**src/rtl/bnn_xnor_acc_pe_if.sv**
```systemverilog
// Stream, weight-load and forward signals of the XNOR-popcount PE.
// The master side drives windows and loads; the slave side is the PE itself.
interface bnn_xnor_acc_pe_if #(
    parameter int KERNEL_SIZE = 7,
    parameter int ACC_W       = 8,
    parameter int CH_AW       = 2
);
    logic                   w_load;
    logic [CH_AW-1:0]       w_addr;
    logic [KERNEL_SIZE-1:0] w_data;
    logic                   thr_load;
    logic [ACC_W-1:0]       thr_data;
    logic                   in_valid;
    logic                   in_ready;
    logic [KERNEL_SIZE-1:0] in_data;
    logic                   out_valid;
    logic                   out_ready;
    logic [ACC_W-1:0]       out_sum;
    logic                   out_bit;
    logic [KERNEL_SIZE-1:0] fwd_data;
    logic                   fwd_valid;

    modport master (
        output w_load, w_addr, w_data, thr_load, thr_data,
        output in_valid, in_data, out_ready,
        input  in_ready, out_valid, out_sum, out_bit, fwd_data, fwd_valid
    );

    modport slave (
        input  w_load, w_addr, w_data, thr_load, thr_data,
        input  in_valid, in_data, out_ready,
        output in_ready, out_valid, out_sum, out_bit, fwd_data, fwd_valid
    );
endinterface

```
**src/rtl/bnn_xnor_acc_pe.sv**
```systemverilog
// Multi-channel binary XNOR-popcount PE: accumulates 2*popcount(xnor)-K over
// NUM_CH windows, emits signed sum plus thresholded bit, forwards accepted windows.
module bnn_xnor_acc_pe #(
    parameter int KERNEL_SIZE = 7,
    parameter int NUM_CH      = 4,
    parameter int ACC_W       = 8,
    parameter int CH_AW       = 2
) (
    input  logic               clk,
    input  logic               rst_n,
    bnn_xnor_acc_pe_if.slave   bus
);

    typedef enum logic {
        OUT_EMPTY,
        OUT_FULL
    } out_state_t;

    out_state_t state, state_nxt;

    logic [KERNEL_SIZE-1:0]  weight [NUM_CH];
    logic signed [ACC_W-1:0] thr;
    logic signed [ACC_W-1:0] acc;
    logic signed [ACC_W-1:0] term;
    logic signed [ACC_W-1:0] acc_sum;
    logic signed [ACC_W-1:0] out_sum_q;
    logic                    out_bit_q;
    logic [CH_AW-1:0]        ch_cnt;
    logic [KERNEL_SIZE-1:0]  cur_w;
    logic [KERNEL_SIZE-1:0]  xnor_v;
    logic [ACC_W-1:0]        pop;
    logic [KERNEL_SIZE-1:0]  fwd_data_q;
    logic                    fwd_valid_q;
    logic                    accept;
    logic                    xfer;
    logic                    last_ch;
    logic                    complete;

    assign bus.in_ready = (state == OUT_EMPTY) || bus.out_ready;
    assign accept       = bus.in_valid && bus.in_ready;
    assign xfer         = (state == OUT_FULL) && bus.out_ready;
    assign last_ch      = (ch_cnt == CH_AW'(NUM_CH - 1));
    assign complete     = accept && last_ch;

    // Weight read through a compare-mux so non-power-of-two banks never index past the end.
    always_comb begin
        cur_w = '0;
        for (int unsigned c = 0; c < NUM_CH; c++) begin
            if (ch_cnt == CH_AW'(c)) begin
                cur_w = weight[c];
            end
        end
    end

    always_comb begin
        xnor_v = ~(bus.in_data ^ cur_w);
        pop    = '0;
        for (int unsigned i = 0; i < KERNEL_SIZE; i++) begin
            pop = pop + ACC_W'(xnor_v[i]);
        end
    end

    assign term    = $signed((pop << 1) - ACC_W'(KERNEL_SIZE));
    assign acc_sum = acc + term;

    always_ff @(posedge clk or negedge rst_n) begin
        if (!rst_n) begin
            for (int unsigned c = 0; c < NUM_CH; c++) begin
                weight[c] <= '0;
            end
            thr <= '0;
        end else begin
            for (int unsigned c = 0; c < NUM_CH; c++) begin
                if (bus.w_load && (bus.w_addr == CH_AW'(c))) begin
                    weight[c] <= bus.w_data;
                end
            end
            if (bus.thr_load) begin
                thr <= $signed(bus.thr_data);
            end
        end
    end

    always_ff @(posedge clk or negedge rst_n) begin
        if (!rst_n) begin
            state <= OUT_EMPTY;
        end else begin
            state <= state_nxt;
        end
    end

    // A completion coinciding with a transfer keeps the output full (no bubble).
    always_comb begin
        state_nxt = state;
        case (state)
            OUT_EMPTY: if (complete) state_nxt = OUT_FULL;
            OUT_FULL:  if (xfer && !complete) state_nxt = OUT_EMPTY;
            default:   state_nxt = OUT_EMPTY;
        endcase
    end

    always_ff @(posedge clk or negedge rst_n) begin
        if (!rst_n) begin
            acc       <= '0;
            ch_cnt    <= '0;
            out_sum_q <= '0;
            out_bit_q <= 1'b0;
        end else if (accept) begin
            if (last_ch) begin
                out_sum_q <= acc_sum;
                out_bit_q <= (acc_sum >= thr);
                acc       <= '0;
                ch_cnt    <= '0;
            end else begin
                acc    <= acc_sum;
                ch_cnt <= ch_cnt + CH_AW'(1);
            end
        end
    end

    always_ff @(posedge clk or negedge rst_n) begin
        if (!rst_n) begin
            fwd_data_q  <= '0;
            fwd_valid_q <= 1'b0;
        end else begin
            fwd_valid_q <= accept;
            if (accept) begin
                fwd_data_q <= bus.in_data;
            end
        end
    end

    assign bus.out_valid = (state == OUT_FULL);
    assign bus.out_sum   = out_sum_q;
    assign bus.out_bit   = out_bit_q;
    assign bus.fwd_data  = fwd_data_q;
    assign bus.fwd_valid = fwd_valid_q;

endmodule

```
**src/flat_wrapper.sv**
```systemverilog
// flat-port wrapper written by rule: the top's interface ports become plain ports
module bnn_xnor_acc_pe_flat 
#(
    parameter int KERNEL_SIZE = 7,
    parameter int NUM_CH      = 4,
    parameter int ACC_W       = 8,
    parameter int CH_AW       = 2
)
  (clk, rst_n, bus_w_load, bus_w_addr, bus_w_data, bus_thr_load, bus_thr_data, bus_in_valid, bus_in_data, bus_out_ready, bus_in_ready, bus_out_valid, bus_out_sum, bus_out_bit, bus_fwd_data, bus_fwd_valid);
  bnn_xnor_acc_pe_if #(.KERNEL_SIZE(KERNEL_SIZE), .ACC_W(ACC_W), .CH_AW(CH_AW)) bus_i ();
  input  logic clk;
  input  logic rst_n;
  input wire logic [$bits(bus_i.w_load)-1:0] bus_w_load;
  input wire logic [$bits(bus_i.w_addr)-1:0] bus_w_addr;
  input wire logic [$bits(bus_i.w_data)-1:0] bus_w_data;
  input wire logic [$bits(bus_i.thr_load)-1:0] bus_thr_load;
  input wire logic [$bits(bus_i.thr_data)-1:0] bus_thr_data;
  input wire logic [$bits(bus_i.in_valid)-1:0] bus_in_valid;
  input wire logic [$bits(bus_i.in_data)-1:0] bus_in_data;
  input wire logic [$bits(bus_i.out_ready)-1:0] bus_out_ready;
  output wire logic [$bits(bus_i.in_ready)-1:0] bus_in_ready;
  output wire logic [$bits(bus_i.out_valid)-1:0] bus_out_valid;
  output wire logic [$bits(bus_i.out_sum)-1:0] bus_out_sum;
  output wire logic [$bits(bus_i.out_bit)-1:0] bus_out_bit;
  output wire logic [$bits(bus_i.fwd_data)-1:0] bus_fwd_data;
  output wire logic [$bits(bus_i.fwd_valid)-1:0] bus_fwd_valid;
  assign bus_i.w_load = bus_w_load;
  assign bus_i.w_addr = bus_w_addr;
  assign bus_i.w_data = bus_w_data;
  assign bus_i.thr_load = bus_thr_load;
  assign bus_i.thr_data = bus_thr_data;
  assign bus_i.in_valid = bus_in_valid;
  assign bus_i.in_data = bus_in_data;
  assign bus_i.out_ready = bus_out_ready;
  assign bus_in_ready = bus_i.in_ready;
  assign bus_out_valid = bus_i.out_valid;
  assign bus_out_sum = bus_i.out_sum;
  assign bus_out_bit = bus_i.out_bit;
  assign bus_fwd_data = bus_i.fwd_data;
  assign bus_fwd_valid = bus_i.fwd_valid;
  bnn_xnor_acc_pe #(.KERNEL_SIZE(KERNEL_SIZE), .NUM_CH(NUM_CH), .ACC_W(ACC_W), .CH_AW(CH_AW)) u_core (.clk(clk), .rst_n(rst_n), .bus(bus_i));
endmodule
```
**config.mk**
```make
export PLATFORM = sky130hd
export DESIGN_NAME = bnn_xnor_acc_pe_flat
export DESIGN_NICKNAME = d
export VERILOG_FILES = /design/src/rtl/bnn_xnor_acc_pe_if.sv /design/src/rtl/bnn_xnor_acc_pe.sv /design/src/flat_wrapper.sv
export SDC_FILE = /design/constraint.sdc
export NUM_CORES = 1
export LEC_CHECK = 0
export ABC_AREA = 1
export CORE_MARGIN = 2
export CORE_UTILIZATION = 59
export CTS_CLUSTER_DIAMETER = 60
export DETAILED_ROUTE_END_ITERATION = 10
export PLACE_DENSITY = 0.93
export SLEW_MARGIN = 10
export SYNTH_ARGS = -nofsm -noshare
export SYNTH_HDL_FRONTEND = slang
export SYNTH_SLANG_ARGS = --single-unit
```
**constraint.sdc**
```tcl
create_clock -name clk -period 16.6 [get_ports clk]
set_input_delay 3.32 -clock clk [delete_from_list [all_inputs] [get_ports clk]]
set_output_delay 3.32 -clock clk [all_outputs]
set_load 0.02 [all_outputs]
```
==> impl_metrics.toml, run 1 <==
[yosys]
yosysWarnings = 0
synth-seq-cells = 64
synthCells = 396
synthAdderAreaFrac_pct = 11.82
synth-simple-area-share_pct = 16.19
synth_compound_gate_area_share_pct = 13.57
synthXorXnorAreaFrac_pct = 3.063
yosysSeqAreaShare_pct = 46.68
syn-num-nets = 456
synth.area.mux_share_pct = 0.3282
synth_top_family_by_area = "simple AND/OR/NAND/NOR gates"
synth.distinct_cells = 27
syn_area_mm2 = 0.003431
syn_area_per_cell_um2 = 8.664

[drt]
drt_first_pass_iters = 7
drcViolationCount = 0
drt-total-wl_um = 7638
dr.first_iter.drc_count = 237
num_vias = 2847
routedWlPerCell_um = 14.63
final_antenna_net_count = 0
avgViaCountPerCell = 5.454

[floorplanning]
initial_core_util_pct = 61.55
core_mm2 = 0.005574
rows = 27
die-area_mm2 = 0.006441
die_h_um = 80.26
fp.dieW_um = 80.26
io_pins = 49

[clocking]
cts-root-buf = "clkbuf_8"
htreeDepth = 3
cts.clk_slew.worst_paths_ps = 70
clk_path_buf_depth = 2
cts_resized = 0
cts_tree = "built"
cts-buffers-inserted = 9
clk_latency_ps = 350
post_cts_buffers = 0
clock-sinks = 64
ctsHoldBuffers = 0

[worst_setup_path]
critical_path_class = "primary input to flip-flop"
start_kind = "primary input"
cp.arrival_ps = 8540
crit_fanout = 4
cp.required_ps = 16850
critPathCaptureType = "flip-flop"
ff2ff_setup_slack_ps = 10340

[placed_design]
place.port_buffers = 48
gp_congestion = 0.8481
dp_hpwl_um = 5405

[status]
outcome = "completed"

[sta]
rsz0062_at_grt = "false"
tightest_slew_ps = 791.9
fin_crit_ps = 8299
hold_viol = 0
slew_violations = 0
setup_tns_ps = 0
period_share_pct = 49.99
finalSetupViolCount = 0
max-slew-margin-rel_pct = 47.21
max_clock_freq_ghz = 0.1205
finalClockSkew_ps = 9.060

[global_routing]
grt_max_degree = 65
grt_usage_pct = 26.35
grt_pass1_vias = 2827
gr-total-overflow = 0
grt_first_pass_wirelength_um = 12900
antenna_found_initial = 0

[job]
cap_violations = 0

[final_layout]
synthToLayoutAreaGrowth_pct = 21.15
final_common_cell = "nand2_1"
drive_above_1_share_pct = 8.000
fill_cells = 388
n_antenna_cell = 0
nets = 505
final_cell_mix = "99 x nand2_1, 64 x dfrtp_1, 50 x inv_1"

[worst_hold_path]
hp-class = "flip-flop to flip-flop"
[per-layer routing]
metal  vias to the layer above  track usage (%)  part of all wire, %
met5                         -                0                    0
met4                         0            14.07                  3.2
met3                        25            5.393                  4.6
met2                        84            44.42                   52
met1                      1374            31.67                   40
li1                       1364                -                    -
[synthesized netlist by cell type, drive strengths merged]
cell | number | area [um2]
nand2 | 100 | 382.9
dfrtp | 64 | 1602
o21ai | 59 | 314.1
inv | 56 | 210.2
ha | 26 | 325.3
a21oi | 21 | 112.6
nand3 | 21 | 105.1
nor2 | 13 | 48.80
buf | 9 | 60.06
xor2 | 9 | 78.83
fa | 4 | 80.08
xnor2 | 3 | 26.28
and2 | 2 | 12.51
clkbuf | 2 | 7.510
o22ai | 2 | 12.51
a21boi | 1 | 18.77
a21o | 1 | 7.510
clkinv | 1 | 8.760
mux2 | 1 | 11.26
or2 | 1 | 6.260
[sequential cells by signal, summed over array words and instances, names as in the netlist]
signal / count
u_core.ch_cnt: 2
u_core.bus.fwd_valid: 1
u_core.thr: 8
u_core.bus.out_sum: 8
u_core.weight: 28
u_core.bus.fwd_data: 7
u_core.acc: 8
u_core.bus.out_bit: 1
u_core.bus.out_valid: 1
[through the flow]
step / area (um2) / setup slack, ps / hold WS [ps] / instances / util, %
5_1_grt: 4156 / 8000 / 495.9 / 522 / 74.57
4_1_cts: 4156 / 8343 / 485.1 / 522 / 74.57
6_report: 4156 / 8301 / 484.6 / 522 / 74.57
2_1_floorplan: 3431 / 8840 / 453.3 / 396 / -
3_3_place_gp: 3936 / 8258 / 457.7 / 506 / 70.62
3_5_place_dp: 3936 / 8025 / 465.2 / 506 / 70.62
[critical path, stage by stage]
cell and delay [ps]:
clkdlybuf4s50_1 470, inv_1 70, xor2_1 160, ha_1 290
inv_1 50, fa_1 500, fa_1 540, inv_1 40
ha_1 210, fa_1 380, xnor2_1 200, ha_1 180
inv_1 50, ha_1 340, a21oi_1 210, o21ai_2 100
xnor2_1 330, inv_1 100, ha_1 310, a21oi_1 170
nor2_1 70, nor2_1 140, a21oi_1 110, nor2_1 150
nor2_1 50
[path summary, 6_finish.rpt]
path | depth (start not counted) | start | end
worst min register to register | 2 | u_core.bus.fwd_data[2] | u_core.bus.fwd_data[2]
worst min-delay path | 2 | u_core.bus.fwd_data[2] | u_core.bus.fwd_data[2]
min in group asynchronous | 2 | rst_n | u_core.thr[6]
worst max register to register | 30 | u_core.ch_cnt[1] | u_core.bus.out_bit
worst max-delay path | 25 | bus_in_data[1] | u_core.bus.out_bit
max in group asynchronous | 2 | rst_n | u_core.weight[23]
[layout make-up]
cell class / instances / area, um2 / share of cell area (%)
tap: 72 / 90.09 / 2.167
clock buffer: 10 / 137.6 / 3.311
inverter: 57 / 219.0 / 5.268
multi-input combinational: 264 / 1543 / 37.12
clock inverter: 6 / 82.58 / 1.987
timing repair buffer: 49 / 483.0 / 11.62
sequential: 64 / 1602 / 38.53
[logic make-up (layout without fill, tap and decap cells)]
group / after synthesis / count (layout)
simple gates: 137 / 137
xor+xnor: 12 / 12
flops: 64 / 64
buf+inv: 68 / 122
mux: 1 / 1
fa+ha+maj: 30 / 30
compound gates: 84 / 84
Power of run 1 is not shown: default switching activity piles up to over one toggle a cycle in this logic, so the estimate is an artifact.
==> inputs of run 2 (changes only) <==
--- a/config.mk
+++ b/config.mk
@@ -7,10 +7,10 @@
 export LEC_CHECK = 0
 export ABC_AREA = 1
 export CORE_MARGIN = 2
-export CORE_UTILIZATION = 59
+export CORE_UTILIZATION = 55
 export CTS_CLUSTER_DIAMETER = 60
 export DETAILED_ROUTE_END_ITERATION = 10
-export PLACE_DENSITY = 0.93
+export PLACE_DENSITY = 0.88
 export SLEW_MARGIN = 10
 export SYNTH_ARGS = -nofsm -noshare
 export SYNTH_HDL_FRONTEND = slang
==> constraint.sdc (replaced) <==
create_clock -name clk -period 7.75 [get_ports clk]
set_input_delay 1.55 -clock clk [delete_from_list [all_inputs] [get_ports clk]]
set_output_delay 1.55 -clock clk [all_outputs]
set_load 0.02 [all_outputs]
==> impl_metrics.toml, run 2 (synthesis gave the netlist of run 1 again) <==
[status]
outcome = "completed"

[clocking]
post_cts_buffers = 0
cts_resized = 0
cts_tree = "built"
cts-root-buf = "clkbuf_8"
cts-buffers-inserted = 9
clock-sinks = 64
clk_latency_ps = 350
clk_path_buf_depth = 2
ctsHoldBuffers = 0
htreeDepth = 3
cts.clk_slew.worst_paths_ps = 80

[placed_design]
dp_hpwl_um = 5306
place.port_buffers = 48
placed_cell_area_mm2 = 0.003940
preCtsSetupSlack_ps = 925.2
gp_congestion = 0.8258

[floorplanning]
initial_core_util_pct = 57.27
rows = 28
die-area_mm2 = 0.006886
core_mm2 = 0.005991
io_pins = 49
die_h_um = 82.98
fp.dieW_um = 82.98

[drt]
dr.first_iter.drc_count = 181
drt_first_pass_iters = 4
num_vias = 2757
routedWlPerCell_um = 14.08
avgViaCountPerCell = 5.251
drcViolationCount = 0
final_antenna_net_count = 0
drt-total-wl_um = 7392

[global_routing]
grt_max_degree = 65
gr-total-overflow = 0
grt_pass1_vias = 2815
grt_first_pass_wirelength_um = 12780
antenna_found_initial = 0
grt_usage_pct = 23.15

[sta]
max-slew-margin-rel_pct = 46.84
setup_tns_ps = 0
finalClockSkew_ps = 10.68
max_clock_freq_ghz = 0.1546
period_share_pct = 83.48
slew_violations = 0
tightest_slew_ps = 797.4
finalSetupViolCount = 0
hold_viol = 0
fin_crit_ps = 6469
setup_slack_ps = 1281
rsz0062_at_grt = "false"

[worst_hold_path]
worstHoldStart = "u_core.bus.out_sum[4]"
hold_path_depth = 2
hold_end = "u_core.bus.out_sum[4]"
hp-class = "flip-flop to flip-flop"

[final_layout]
n_antenna_cell = 0
largest_reg_flops = 28
nets = 505
final_cell_mix = "99 x nand2_1, 64 x dfrtp_1, 50 x inv_1"
final_common_cell = "nand2_1"
final_cell_area_mm2 = 0.004184
drive_above_1_share_pct = 8.000
synthToLayoutAreaGrowth_pct = 21.95
top_register = "u_core.weight"

[job]
cap_violations = 0

[worst_setup_path]
ff2ff_setup_slack_ps = 1570
crit_fanout = 3
cp.required_ps = 8000
start_kind = "primary input"
critical_path_class = "primary input to flip-flop"
cp.arrival_ps = 6720
critPathCaptureType = "flip-flop"
crit_start = "bus_in_data[0]"
r2r_cells = 31
r2r-start = "u_core.ch_cnt[1]"
rr_endpoint = "u_core.bus.out_bit"
## run 2: changes by cell type in the layout (fill, tap and decap cells not counted), sizes merged
cell,change
bufinv,+1
clkbuf,-1
## run 2: final cells by class
class	count	area, um2
multi-input cells	264	1543
clock inverters	7	120.1
repair buffers	49	483.0
fillers	440	1807
well taps	75	93.84
inverters	57	219.0
flip-flops and latches	64	1602
clock buffers	9	123.9
## run 2: worst max-delay path by stage
stage	to	slack (ps)	cells past startpoint
2_1_floorplan	u_core.bus.out_bit	1760	23
3_3_place_gp	u_core.bus.out_bit	1170	24
4_1_cts	u_core.bus.out_bit	1310	26
5_1_grt	u_core.bus.out_bit	1020	26
6_report	u_core.bus.out_bit	1280	26
3_5_place_dp	u_core.bus.out_bit	930	26
## run 2: critical path: stages
cell	delay, ps
clkdlybuf4s50_1	460
inv_1	70
xor2_1	170
ha_1	280
inv_1	50
fa_1	500
fa_1	550
inv_1	50
ha_1	220
fa_1	440
ha_1	310
inv_1	60
fa_1	470
o21ai_2	200
nand3_1	130
nand2_1	80
nand2_1	70
and2_1	140
ha_1	310
nand2_1	90
nor2_1	150
nand2_1	100
nand3_1	80
nand2_1	50
nor2_1	100
nor2_1	50
## run 2: metrics by stage
stage	cells	util [%]	hold slack [ps]
after floorplan	396	-	453.3
after global placement	509	65.77	457.6
after detailed placement	509	65.77	461.8
after CTS	525	69.84	480.4
after global routing	525	69.84	515.2
final	525	69.84	480.5
## run 2: per-layer routing
metal,track usage [%],routed length (um),up-vias
li1,-,-,1366
met1,28.30,3030,1291
met2,38.64,3764,81
met3,5.964,390,19
met4,10.28,206,0
met5,0,0,-
Power of run 2 is left out for the same reason.
==> inputs of run 3 (changes only) <==
--- a/config.mk
+++ b/config.mk
@@ -7,10 +7,10 @@
 export LEC_CHECK = 0
 export ABC_AREA = 1
 export CORE_MARGIN = 2
-export CORE_UTILIZATION = 55
+export CORE_UTILIZATION = 49
 export CTS_CLUSTER_DIAMETER = 60
 export DETAILED_ROUTE_END_ITERATION = 10
-export PLACE_DENSITY = 0.88
+export PLACE_DENSITY = 0.84
 export SLEW_MARGIN = 10
 export SYNTH_ARGS = -nofsm -noshare
 export SYNTH_HDL_FRONTEND = slang
==> constraint.sdc (replaced) <==
create_clock -name clk -period 5.6 [get_ports clk]
set_input_delay 1.12 -clock clk [delete_from_list [all_inputs] [get_ports clk]]
set_output_delay 1.12 -clock clk [all_outputs]
set_load 0.02 [all_outputs]
==> impl_metrics.toml, run 3 (synthesis gave the netlist of run 1 again) <==
[status]
outcome = "completed"

[final_layout]
final_cell_mix = "93 x nand2_1, 63 x dfrtp_1, 45 x clkdlybuf4s50_1"
largest_reg_flops = 28
seqCellArea_mm2 = 0.001603
final_cell_area_mm2 = 0.004683
top_register = "u_core.weight"
fill_cells = 509
n_antenna_cell = 0
nets = 537
final_common_cell = "nand2_1"
multi_input_area_mm2 = 0.001782
drive_above_1_share_pct = 23.65
finalNonFillerCells = 578
synthToLayoutAreaGrowth_pct = 36.51

[placed_design]
dp.cells = 553
placed_cell_area_mm2 = 0.004139
place.port_buffers = 48
dp_hpwl_um = 5429
gp_congestion = 0.8509
preCtsSetupSlack_ps = -777.4

[sta]
max_clock_freq_ghz = 0.1808
rsz0062_at_grt = "true"
fin_crit_ps = 5531
period_share_pct = 98.76
setup_slack_ps = 69.27
finalSetupViolCount = 0
max-slew-margin-rel_pct = 45.76
slew_violations = 0
hold_viol = 0
finalClockSkew_ps = 11.77
tightest_slew_ps = 813.6

[clocking]
clock-sinks = 64
cts_tree = "built"
clk_path_buf_depth = 2
cts.clk_slew.worst_paths_ps = 80
ctsHoldBuffers = 0
clk_latency_ps = 360
cts-buffers-inserted = 9
htreeDepth = 3
cts-root-buf = "clkbuf_8"

[worst_setup_path]
cp.required_ps = 5860
critPathCaptureType = "flip-flop"
critical_path_class = "flip-flop to flip-flop"
cp.arrival_ps = 5790
slowest_delay_ps = 560
start_kind = "flip-flop"
slowest_stage = "fa_1"
crit_fanout = 4

[floorplanning]
io_pins = 49
rows = 30
initial_core_util_pct = 50.50
core_mm2 = 0.006794
fp.dieW_um = 87.68
die_h_um = 87.68
die-area_mm2 = 0.007687

[global_routing]
gr-total-overflow = 0
grt_max_degree = 65
grt_first_pass_wirelength_um = 13420
grt_usage_pct = 22.63
antenna_found_initial = 0
grt_pass1_vias = 2988

[worst_hold_path]
hp-class = "flip-flop to flip-flop"

[drt]
dr.first_iter.drc_count = 134
drcViolationCount = 0
num_vias = 2945
drt-total-wl_um = 8289
final_antenna_net_count = 0
avgViaCountPerCell = 5.095
drt_first_pass_iters = 4
routedWlPerCell_um = 14.34

[job]
cap_violations = 0
[run 3: cell types whose count changed in the layout (fill, tap and decap cells not counted), moves of 7 or more]
cell     previous run  this run
ha_1               26        16
a21oi_1            19        12
ha_4                0         9
buf_4               1        32
a21oi_2             2         9
[run 3: path summary, 6_finish.rpt]
check / start / end / slack, ps / cells after the start
min reg2reg: u_core.bus.out_sum[6] / u_core.bus.out_sum[6] / 480 / 2
max in group asynchronous: rst_n / u_core.ch_cnt[0] / 4090 / 2
min in group asynchronous: rst_n / u_core.bus.out_sum[4] / 910 / 2
min: u_core.bus.out_sum[6] / u_core.bus.out_sum[6] / 480 / 2
max reg2reg: u_core.ch_cnt[0] / u_core.bus.out_bit / 70 / 27
max: u_core.ch_cnt[0] / u_core.bus.out_bit / 70 / 27
[run 3: per-stage QoR]
stage	TNS [ps]	util (%)	hold WS, ps
3_5_place_dp	-805.4	60.92	464.0
2_1_floorplan	0	-	453.3
6_report	0	68.93	480.5
4_1_cts	0	65.91	484.2
5_1_grt	-160.1	68.93	508.3
3_3_place_gp	-552.1	60.92	458.4
[run 3: routing by layer]
layer | vias to the layer above | track usage, % | part of all wire, %
li1 | 1431 | - | -
met1 | 1418 | 28.80 | 42
met2 | 80 | 37.19 | 52
met3 | 16 | 5.561 | 4.6
met4 | 0 | 9.091 | 2.2
met5 | - | 0 | 0
[run 3: final cells by class]
type | count | share of cell area [%]
timing repair buffer | 81 | 15.55
clock buffer | 9 | 2.645
clock inverter | 7 | 2.191
multi-input combinational | 264 | 38.04
tap | 96 | 2.565
sequential | 64 | 34.22
inverter | 57 | 4.782
[run 3: timing repair]
action / CTS / global route
endpoints found under the setup margin: 1 / 1
gates resized for setup: 21 / 38
setup buffers: 3 / 6
pin swaps: 19 / 22
[run 3: critical path: cells and delay by family, from the launching register on]
family	cells	cell delay (ps)
adder cells (fa/ha/maj)	9	3010
AO/OA/AOI/OAI	6	740
AND/OR/NAND/NOR	5	490
flip-flops	1	470
buffers and inverters	5	410
XOR/XNOR	2	280
Power of run 3 is left out for the same reason.
==> RTL edit 1, RTL diff (settings of run 2) <==
`CH_AW` is set to 2 in 3 places; all go to 3.
--- a/src/rtl/bnn_xnor_acc_pe_if.sv
+++ b/src/rtl/bnn_xnor_acc_pe_if.sv
@@ -3,7 +3,7 @@
 interface bnn_xnor_acc_pe_if #(
     parameter int KERNEL_SIZE = 7,
     parameter int ACC_W       = 8,
-    parameter int CH_AW       = 2
+    parameter int CH_AW       = 3
 );
     logic                   w_load;
     logic [CH_AW-1:0]       w_addr;
--- a/src/rtl/bnn_xnor_acc_pe.sv
+++ b/src/rtl/bnn_xnor_acc_pe.sv
@@ -4,7 +4,7 @@
     parameter int KERNEL_SIZE = 7,
     parameter int NUM_CH      = 4,
     parameter int ACC_W       = 8,
-    parameter int CH_AW       = 2
+    parameter int CH_AW       = 3
 ) (
     input  logic               clk,
     input  logic               rst_n,
--- a/src/flat_wrapper.sv
+++ b/src/flat_wrapper.sv
@@ -4,7 +4,7 @@
     parameter int KERNEL_SIZE = 7,
     parameter int NUM_CH      = 4,
     parameter int ACC_W       = 8,
-    parameter int CH_AW       = 2
+    parameter int CH_AW       = 3
 )
   (clk, rst_n, bus_w_load, bus_w_addr, bus_w_data, bus_thr_load, bus_thr_data, bus_in_valid, bus_in_data, bus_out_ready, bus_in_ready, bus_out_valid, bus_out_sum, bus_out_bit, bus_fwd_data, bus_fwd_valid);
   bnn_xnor_acc_pe_if #(.KERNEL_SIZE(KERNEL_SIZE), .ACC_W(ACC_W), .CH_AW(CH_AW)) bus_i ();
Interface: changed (resized bus_w_addr); port bits go from 49 to 50. No check against the original RTL was run, so the function may have changed too.
==> RTL edit 1 against run 2 <==
Fmax up 2.3%. Non-clock buffer count increased by 1. Cell area grew 2.0%. Area after synthesis increased by 2.7%. Die area rose by 2.6%. Setup slack better by 0.15 ns. Routed wire length up 0.28%. Sequential cell count rose by 1. Global-route usage shrank 0.29 points.
Power is not shown: default switching activity piles up to over one toggle a cycle in this logic, so the estimate is an artifact.
==> RTL edit 1: results <==
INSERT INTO impl_metrics (metric_group, metric, value, unit) VALUES
('outcome', 'status', 'complete, no violations', ''),
('synthesis', 'syn-instance-count', '420', ''),
('setup_path', 'worstRegToRegCells', '33', ''),
('setup_path', 'reg2reg_slack', '1.78', 'ns'),
('synthesis', 'yosys-top-cells-area', 'dfrtp_1 46%, nand2_1 13%, ha_1 9.2%, o21ai_0 7.5%, inv_1 6.3%', ''),
('global_route', 'global_routing_usage_on_met2', '0.3817', ''),
('placement', 'port_buffers', '49', ''),
('global_route', 'maximum_number_of_pins_on_one_net_before_global_route_repair', '66', ''),
('finish', 'finalNetCount', '533', ''),
('global_route', 'grt_use_met1', '0.2913', ''),
('synthesis', 'synth.yosys.seq_area_share', '0.4616', ''),
('setup_path', 'critical_path_arrival', '6.61', 'ns'),
('global_route', 'global_route_wire_length_before_repair', '12740', 'um'),
('sta', 'setup_slack', '1.428', 'ns'),
('finish', 'drive_gt1_frac', '0.06709', ''),
('synthesis', 'synth_nets', '481', ''),
('synthesis', 'synth.cells.most_frequent', '123 x nand2_1, 65 x dfrtp_1, 59 x inv_1', ''),
('placement', 'finalWeightedCongestion', '0.8691', ''),
('drt', 'drt-initial-drc-count', '164', ''),
('placement', 'placement.cell_area', '0.004063', 'sq mm'),
('placement', 'detailedPlacementHpwl', '5371', 'um'),
('sta', 'hold-worst-slack', '0.4842', 'ns'),
('sta', 'finClkSkew', '0.007652', 'ns'),
('placement', 'dp.cells', '538', ''),
('drt', 'detailroute.via_count', '2883', '');
==> RTL edit 1: cell count changes in the layout (fill, tap and decap cells not counted), sizes merged, moves of 2 or more <==
cell and delta:
a21oi -15, bufinv -2, clkbuf +3, clkinv -2, inv +8, nand2 +27, nand3 +6, nand4 +3
o22ai -2
==> RTL edit 1: area by class of cell <==
class | instances | area (sq um)
clock inverter | 4 | 51.30
fill | 498 | 2008
inverter | 64 | 240.2
timing repair buffer | 50 | 493.0
sequential | 65 | 1627
multi-input combinational | 282 | 1607
clock buffer | 12 | 155.1
tap | 77 | 96.34
==> RTL edit 1: logic make-up (layout without fill, tap and decap cells) <==
family / after synthesis / after routing / synth area share
flip-flops: 65 / 65 / 0.4616
XOR/XNOR: 11 / 11 / 0.02735
adder cells (fa/ha/maj): 30 / 30 / 0.1151
buffers and inverters: 73 / 130 / 0.08238
multiplexers: 1 / 1 / 0.003196
AND/OR/NAND/NOR: 173 / 173 / 0.2127
AO/OA/AOI/OAI: 67 / 67 / 0.09765
==> RTL edit 1: worst min-delay path, stage by stage (launching register included) <==
cell	delay (ns)
dfrtp_1	0.35
nand2_1	0.05
nand2_1	0.05
==> RTL edit 1: final timing paths <==
check                                       from                endpoint
hold reg to reg            u_core.bus.out_sum[6]   u_core.bus.out_sum[6]
setup / recovery                  bus_in_data[1]      u_core.bus.out_bit
min in group asynchronous                  rst_n           u_core.thr[4]
max in group asynchronous                  rst_n  u_core.bus.fwd_data[2]
setup reg to reg                u_core.ch_cnt[1]      u_core.bus.out_bit
hold / removal             u_core.bus.out_sum[6]   u_core.bus.out_sum[6]
==> RTL edit 1: routing by layer <==
layer | wire, um | vias up
li1 | - | 1433
met1 | 3239 | 1371
met2 | 3716 | 60
met3 | 275 | 19
met4 | 181 | 0
met5 | 0 | -
==> RTL edit 2, RTL diff (flow settings as in run 2) <==
Without the edit above. Make the reset (`rst_n`) synchronous in 4 clocked blocks.
--- a/src/rtl/bnn_xnor_acc_pe.sv
+++ b/src/rtl/bnn_xnor_acc_pe.sv
@@ -63,7 +63,7 @@
     assign term    = $signed((pop << 1) - ACC_W'(KERNEL_SIZE));
     assign acc_sum = acc + term;
 
-    always_ff @(posedge clk or negedge rst_n) begin
+    always_ff @(posedge clk) begin
         if (!rst_n) begin
             for (int unsigned c = 0; c < NUM_CH; c++) begin
                 weight[c] <= '0;
@@ -81,7 +81,7 @@
         end
     end
 
-    always_ff @(posedge clk or negedge rst_n) begin
+    always_ff @(posedge clk) begin
         if (!rst_n) begin
             state <= OUT_EMPTY;
         end else begin
@@ -99,7 +99,7 @@
         endcase
     end
 
-    always_ff @(posedge clk or negedge rst_n) begin
+    always_ff @(posedge clk) begin
         if (!rst_n) begin
             acc       <= '0;
             ch_cnt    <= '0;
@@ -118,7 +118,7 @@
         end
     end
 
-    always_ff @(posedge clk or negedge rst_n) begin
+    always_ff @(posedge clk) begin
         if (!rst_n) begin
             fwd_data_q  <= '0;
             fwd_valid_q <= 1'b0;
Behaviour: differs if rst_n is asserted again (counterexample within 4 cycles, from zero or initial values and one cycle with rst_n low); with rst_n held inactive, the same outputs for 4 cycles.
==> RTL edit 2 against run 2 <==
Setup slack gained 0.15 ns. Cell area fell by 0.51%. Synthesized cell count increased by 2.0%. First-iteration DRC count increased by 12%. Non-clock buffer count stayed put. Cell count is 1.5% higher. Die area is 1.2% higher. Routed wire length up 2.9%. Area after synthesis rose by 1.3%. Sequential cell count did not move. Critical path depth is 1 higher. Sequential share of layout area down 0.77 points. Critical path type unchanged.
==> RTL edit 2: results <==
INSERT INTO impl_metrics (metric_group, metric, value, unit) VALUES
('synthesis', 'synth_enable_flop_cells', '28', ''),
('min_path', 'worstHoldStart', 'u_core.thr[2]', ''),
('synthesis', 'synth.yosys.seq_area_share', '0.4494', ''),
('global_route', 'maximum_number_of_pins_on_one_net_before_global_route_repair', '38', ''),
('synthesis', 'ys_dominant_reg_cell', 'dfxtp_1', ''),
('sta', 'timing.final.crit_period', '6.318', 'ns'),
('setup_path', 'critical_path.reg2reg.endpoint', 'u_core.bus.out_bit', ''),
('finish', 'final_area', '0.004163', 'sq mm'),
('drt', 'drt-initial-drc-count', '203', ''),
('drt', 'vias_per_cell', '5.287', ''),
('global_route', 'first_global_vias', '2915', ''),
('drt', 'detailroute.via_count', '2818', ''),
('setup_path', 'worstRegToRegCells', '30', ''),
('synthesis', 'number_of_distinct_library_cells_after_synthesis', '35', ''),
('outcome', 'status', 'complete, no violations', ''),
('setup_path', 'critical_path.reg2reg.startpoint', 'u_core.ch_cnt[0]', ''),
('drt', 'detail_route.wirelength', '7609', 'um'),
('global_route', 'global_route_wire_length_before_repair', '12880', 'um'),
('sta', 'hold-worst-slack', '0.4671', 'ns'),
('global_route', 'grt_use_met1', '0.2844', '');
[RTL edit 2: layout make-up]
type,count,area share
Clock buffer,11,0.03156
Multi-Input combinational cell,261,0.3802
Timing Repair Buffer,49,0.1172
Sequential cell,64,0.3751
Clock inverter,5,0.01142
Inverter,68,0.06192
Tap cell,75,0.02254
[RTL edit 2: worst register-to-register path: cells and delay by family, from the launching register on]
kind                     cells  cell delay (ns)
adder cells (fa/ha/maj)      9             3.26
AO/OA/AOI/OAI                4             0.69
AND/OR/NAND/NOR              7             0.56
buffers and inverters        7             0.55
XOR/XNOR                     3             0.49
flip-flops                   1             0.33
[RTL edit 2: cells by family (layout without fill, tap and decap cells)]
logic type                 after synthesis  in the layout  share of synthesized area
AOI/OAI and AO/OA                       82             82                     0.1304
xor gates and xnor gates                11             11                    0.03205
adders and majority gates               30             30                     0.1167
buffers and inverters                   79            133                    0.09506
DFF                                     64             64                     0.4494
and+or+nand+nor                        138            138                     0.1764
